## src/rtl/fetch_queue.sv

```systemverilog
`default_nettype none
// ============================================================================
// Module   : fetch_queue
// Purpose  : Sequential instruction fetch with an in-order response queue,
//            credit-based request issue and redirect flush of stale fetches.
// Revision : 1.0 - initial release
// ============================================================================
module fetch_queue #(
    parameter int          DEPTH    = 4,
    parameter logic [63:0] RESET_PC = 64'h0
) (
    input  logic                   clock,
    input  logic                   reset,
    output logic                   imem_req_valid,
    input  logic                   imem_req_ready,
    output logic [63:0]            imem_req_addr,
    input  logic                   imem_resp_valid,
    input  logic [31:0]            imem_resp_data,
    input  logic                   redirect_valid,
    input  logic [63:0]            redirect_pc,
    output logic                   inst_valid,
    input  logic                   inst_ready,
    output logic [31:0]            inst_data,
    output logic [63:0]            inst_pc,
    output logic [63:0]            inst_pc_plus4,
    output logic [$clog2(DEPTH):0] count
);

    localparam int                 c_PTR_W     = $clog2(DEPTH);
    localparam int                 c_CNT_W     = c_PTR_W + 1;
    localparam logic [c_CNT_W:0]   c_DEPTH_EXT = DEPTH[c_CNT_W:0];

    logic [63:0]        r_fetch_pc;
    logic [c_CNT_W-1:0] r_inflight;
    logic [c_CNT_W-1:0] r_drop;
    logic [c_CNT_W-1:0] r_count;
    logic [c_PTR_W-1:0] r_head;
    logic [c_PTR_W-1:0] r_tail;
    logic [31:0]        r_q_data [DEPTH];
    logic [63:0]        r_q_pc   [DEPTH];
    logic [63:0]        r_pf_pc  [DEPTH];
    logic [c_PTR_W-1:0] r_pf_wr;
    logic [c_PTR_W-1:0] r_pf_rd;

    logic [c_CNT_W:0]   w_used;
    logic               w_credit;
    logic               w_req_fire;
    logic               w_drop_nz;
    logic               w_push;
    logic               w_pop;
    logic [63:0]        w_resp_pc;
    logic               w_unused;

    assign w_used     = {1'b0, r_count} + {1'b0, r_inflight};
    assign w_credit   = w_used < c_DEPTH_EXT;
    assign w_drop_nz  = r_drop != '0;
    assign w_req_fire = imem_req_valid && imem_req_ready;
    assign w_push     = imem_resp_valid && !redirect_valid && !w_drop_nz;
    assign w_pop      = inst_valid && inst_ready;
    assign w_resp_pc  = r_pf_pc[r_pf_rd];
    assign w_unused   = &{1'b0, redirect_pc[1:0]};

    // Reset gates the request so it drops immediately on async assertion.
    assign imem_req_valid = reset && w_credit && !redirect_valid;
    assign imem_req_addr  = r_fetch_pc;

    assign inst_valid    = r_count != '0;
    assign inst_data     = r_q_data[r_head];
    assign inst_pc       = r_q_pc[r_head];
    assign inst_pc_plus4 = inst_pc + 64'd4;
    assign count         = r_count;

    always_ff @(posedge clock or negedge reset) begin
        if (!reset) begin
            r_fetch_pc <= RESET_PC;
            r_inflight <= '0;
            r_drop     <= '0;
        end else begin
            r_inflight <= r_inflight + c_CNT_W'(w_req_fire) - c_CNT_W'(imem_resp_valid);
            if (redirect_valid) begin
                r_fetch_pc <= {redirect_pc[63:2], 2'b00};
                // Everything still outstanding after this cycle is stale.
                r_drop     <= r_inflight - c_CNT_W'(imem_resp_valid);
            end else begin
                if (w_req_fire) begin
                    r_fetch_pc <= r_fetch_pc + 64'd4;
                end
                if (imem_resp_valid && w_drop_nz) begin
                    r_drop <= r_drop - c_CNT_W'(1);
                end
            end
        end
    end

    // Per-request PC tags; stale responses still consume their tag, so the
    // FIFO is never flushed by a redirect.
    always_ff @(posedge clock or negedge reset) begin
        if (!reset) begin
            r_pf_wr <= '0;
            r_pf_rd <= '0;
        end else begin
            if (w_req_fire) begin
                r_pf_wr <= r_pf_wr + c_PTR_W'(1);
            end
            if (imem_resp_valid) begin
                r_pf_rd <= r_pf_rd + c_PTR_W'(1);
            end
        end
    end

    always_ff @(posedge clock) begin
        if (w_req_fire) begin
            r_pf_pc[r_pf_wr] <= r_fetch_pc;
        end
    end

    always_ff @(posedge clock or negedge reset) begin
        if (!reset) begin
            r_head  <= '0;
            r_tail  <= '0;
            r_count <= '0;
            for (int i = 0; i < DEPTH; i++) begin
                r_q_data[i] <= '0;
                r_q_pc[i]   <= '0;
            end
        end else if (redirect_valid) begin
            r_head  <= '0;
            r_tail  <= '0;
            r_count <= '0;
        end else begin
            if (w_push) begin
                r_q_data[r_tail] <= imem_resp_data;
                r_q_pc[r_tail]   <= w_resp_pc;
                r_tail           <= r_tail + c_PTR_W'(1);
            end
            if (w_pop) begin
                r_head <= r_head + c_PTR_W'(1);
            end
            r_count <= r_count + c_CNT_W'(w_push) - c_CNT_W'(w_pop);
        end
    end

endmodule
`default_nettype wire
```

## config.mk

```make
export PLATFORM = sky130hd
export DESIGN_NAME = fetch_queue
export DESIGN_NICKNAME = d
export VERILOG_FILES = /design/src/rtl/fetch_queue.sv
export SDC_FILE = /design/constraint.sdc
export NUM_CORES = 1
export LEC_CHECK = 0
export CELL_PAD_IN_SITES_DETAIL_PLACEMENT = 1
export CELL_PAD_IN_SITES_GLOBAL_PLACEMENT = 1
export CORE_MARGIN = 2
export CORE_UTILIZATION = 35
export CTS_BUF_LIST = sky130_fd_sc_hd__clkbuf_8
export CTS_CLUSTER_SIZE = 12
export DETAILED_ROUTE_END_ITERATION = 10
export GPL_TIMING_DRIVEN = 0
export PLACE_DENSITY_LB_ADDON = 0.2
export RECOVER_POWER = 25
export SLEW_MARGIN = 40
export SYNTH_ARGS = -nofsm -noshare
export SYNTH_HDL_FRONTEND = slang
export SYNTH_SLANG_ARGS = --single-unit
```

## constraint.sdc

```tcl
create_clock -name clock -period 6.88 [get_ports clock]
set_clock_uncertainty 0.15 [all_clocks]
set_input_delay 1.032 -clock clock [delete_from_list [all_inputs] [get_ports clock]]
set_output_delay 1.032 -clock clock [all_outputs]
set_load 0.03 [all_outputs]
```

==> flow_summary.toml <==
[run_status]
status = "complete, but fails checks"
violations = "capacitance limit, slew limit"

[clock_tree]
clkSlewWorstSetupHoldPaths_ns = 0.06
cts_buffers = 120
clk_latency_ns = 0.77
tritoncts = "built"
clockBufferDepth = 3
postCtsSetupRepairBufs = 0
clock-sinks = 703
cts_hold_buf = 0
cts_max_level = 3
cts-resized-gates = 0
cts_root_buffer = "clkbuf_8"

[power]
p_per_area_nw_per_um2 = 407
p_int_w = 0.00982
power_switching_w = 0.00599
p_sw_share_pct = 37.9
power_frac_clock_pct = 24.4
p_seq_share_pct = 34.3
power_frac_comb_pct = 41.3
p_leak_nw = 16.0
ir_drop_mv = 0.215
power_w = 0.0158

[routing]
drt-pass1-iter-count = 5
wl_per_cell_um = 25.0
vias_per_cell = 5.28
drt_iter0_drc = 1165
ant_nets = 0
num_vias = 19800
wl_mm = 93.7
drc = 0

[critical_path]
worstReg2RegEnd = "r_pf_pc[3][17]$_DFFE_PP_"
regToRegStartpoint = "count[2]$_DFF_PN0_"
end_kind = "output port"
critPathKind = "reg -> out"
cp.required_ns = 5.70
crit_fanout = 10
reg2reg_depth = 8
cp_data_arrival_time_ns = 5.32
startpoint_type = "flop"
r2r_setup_slack_ns = 2.53

[timing]
worst_pin_slew_ns = 3.59
hold_viol_final = 0
fin_crit_ns = 6.50
fin_tns_setup_ns = 0
max_slew_margin_pct = -140
slew_viol_final = 62
fmax_mhz = 154
report.final.setup_viol = 0
layout_worst_path_cycle_share_pct = 94.4
rsz0062_at_grt = "no"

[logic_synthesis]
synth-main-ff-cell = "dfrtp_1"
synth_compound_area_share_pct = 2.91
synth-edff-count = 248
syn-mean-instance-area_um2 = 15.6
synthAdderAreaFrac_pct = 0.925
synth_top_area_cell = "dfrtp_1"
syn_inst = 2008
synthSimpleGateAreaFrac_pct = 6.59
syn_area_um2 = 31400
ys_ff_latch = 703
seq_area_frac_synth_pct = 60.0
synthTopCellsByArea = "dfrtp_1 (36%), edfxtp_1 (24%), mux2_2 (13%), mux4_2 (10%), nand2_1 (1.3%)"
synth_top_family_by_area = "multiplexers"
synthXorXnorAreaFrac_pct = 2.29
synth.top_cell.area_share_pct = 36.3
synth.area.mux_share_pct = 25.0
async_reset_ff_share_pct = 64.7
yosysWarnings = 0
synth_cell_types = 74

[finish]
synthToLayoutAreaGrowth_pct = 23.9
n_fill_cell = 8915
layout_common_cells = "dfrtp_1 (455), mux2_2 (376), clkdlybuf4s50_1 (320)"
drive_gt1_share_pct = 30.4
final_common_cell = "dfrtp_1"
stdcell_area_um2 = 38900
utilization_pct = 43.9
nets = 2592
stdcell_count = 3742

[placement]
gp_congestion = 0.860
port_buffers = 321
dp.cells = 3511
dp.final_hpwl_mm = 67.8
placed_area_um2 = 36400

[die]
die_height_um = 303
die_width_um = 303
std_cell_rows = 109
start_util_pct = 35.4
die_area_um2 = 92100
ios = 331
core_area_um2 = 88600

[grt]
grt_pass1_wl_mm = 140
antenna_found_initial = 3
grt_pass1_vias = 21600
overflow = 0
grt.total_usage_pct = 20.5
grt_max_degree = 78

[hold_path]
min_path_type = "in -> async"

[job]
drv_cap = 1
==> cells by family after synthesis <==
logic type,after synthesis
buffers and inverters,156
AO/OA/AOI/OAI,138
AND/OR/NAND/NOR,369
multiplexers,537
adder cells (fa/ha/maj),22
XOR/XNOR,82
other,1
flip-flops,703
==> power groups by stage <==
stage	clock network, W	registers, W	logic (W)
after floorplan	0	0.00543	0.00390
after global placement	0	0.00545	0.00648
after detailed placement	0	0.00549	0.00662
after CTS	0.00398	0.00542	0.00664
after global routing	0.00415	0.00549	0.00692
final	0.00386	0.00542	0.00653
==> how the worst max path moves through the flow <==
stage,startpoint,endpoint
final,r_head[1]$_DFFE_PN0P_,inst_pc_plus4[53]
after global routing,r_head[1]$_DFFE_PN0P_,inst_pc_plus4[53]
after CTS,r_head[1]$_DFFE_PN0P_,inst_pc_plus4[53]
after detailed placement,r_head[1]$_DFFE_PN0P_,inst_pc_plus4[53]
after global placement,reset,r_pf_pc[2][9]$_DFFE_PP_
after floorplan,redirect_valid,r_pf_pc[0][10]$_DFFE_PP_
==> area by class of cell <==
| class | count | area, um^2 | area share [%] |
|---|---|---|---|
| tap | 1165 | 1460 | 3.75 |
| timing repair buffer | 333 | 3470 | 8.92 |
| clock buffer | 141 | 1940 | 4.99 |
| antenna | 5 | 12.5 | 0.0322 |
| inverter | 38 | 143 | 0.367 |
| multi-input combinational | 1154 | 11900 | 30.6 |
| clock inverter | 85 | 546 | 1.40 |
| sequential | 703 | 18800 | 48.4 |
| buffer | 118 | 593 | 1.53 |
==> cell usage after synthesis (8+ instances only) <==
cell type  number
ha_1           20
mux4_1         11
a21oi_1        12
xnor2_1        39
mux4_2        145
nand3_1        53
nor2_1         42
edfxtp_1      248
nor4_2         10
o21ai_0        52
and2_1         15
buf_2           8
o311ai_0       17
and3_1         22
inv_1          36
o211ai_1       10
a31oi_1        13
buf_4          10
a41oi_1         8
mux2_2        376
clkbuf_1       81
nand4_1        39
dfrtp_1       455
nor4_1         11
nor3_1         11
nor3_2          8
buf_1          10
nand2_1       109
xor2_1         43
==> metal layers <==
layer / wire (um) / GRT usage (%) / vias up / share of wire [%]
met5: 0 / 0 / - / 0
met4: 2890 / 7.41 / 0 / 3.1
met1: 41700 / 27.9 / 10500 / 45
met3: 3700 / 3.03 / 164 / 3.9
met2: 45400 / 33.5 / 521 / 48
li1: - / - / 8615 / -
==> critical path, cell delays in order (launching register included) <==
cell,delay (ns)
dfrtp_1,0.32
buf_2,0.22
buf_4,0.27
mux4_1,0.50
nand3_1,0.35
nor4_2,0.76
nand4bb_1,0.55
nor4_1,0.61
xor2_1,0.21
clkdlybuf4s50_1,0.76
==> sequential cells by signal, indices dropped and copies added, names as in the netlist <==
register and count:
r_q_pc 248, r_inflight 3, r_pf_pc 248, r_pf_wr 2, r_drop 3, count 3
r_pf_rd 2, imem_req_addr 62, r_tail 2, r_q_data 128, r_head 2
==> per-stage QoR <==
stage | hold slack, ns | setup slack (ns)
6_report | 0.0678 | 0.383
4_1_cts | 0.0606 | 0.0763
5_1_grt | 0.0814 | 0.0930
2_1_floorplan | 0.320 | 2.17
3_5_place_dp | 0.337 | 0.910
3_3_place_gp | 0.329 | -15.55
(Power assumes the default switching activity.)
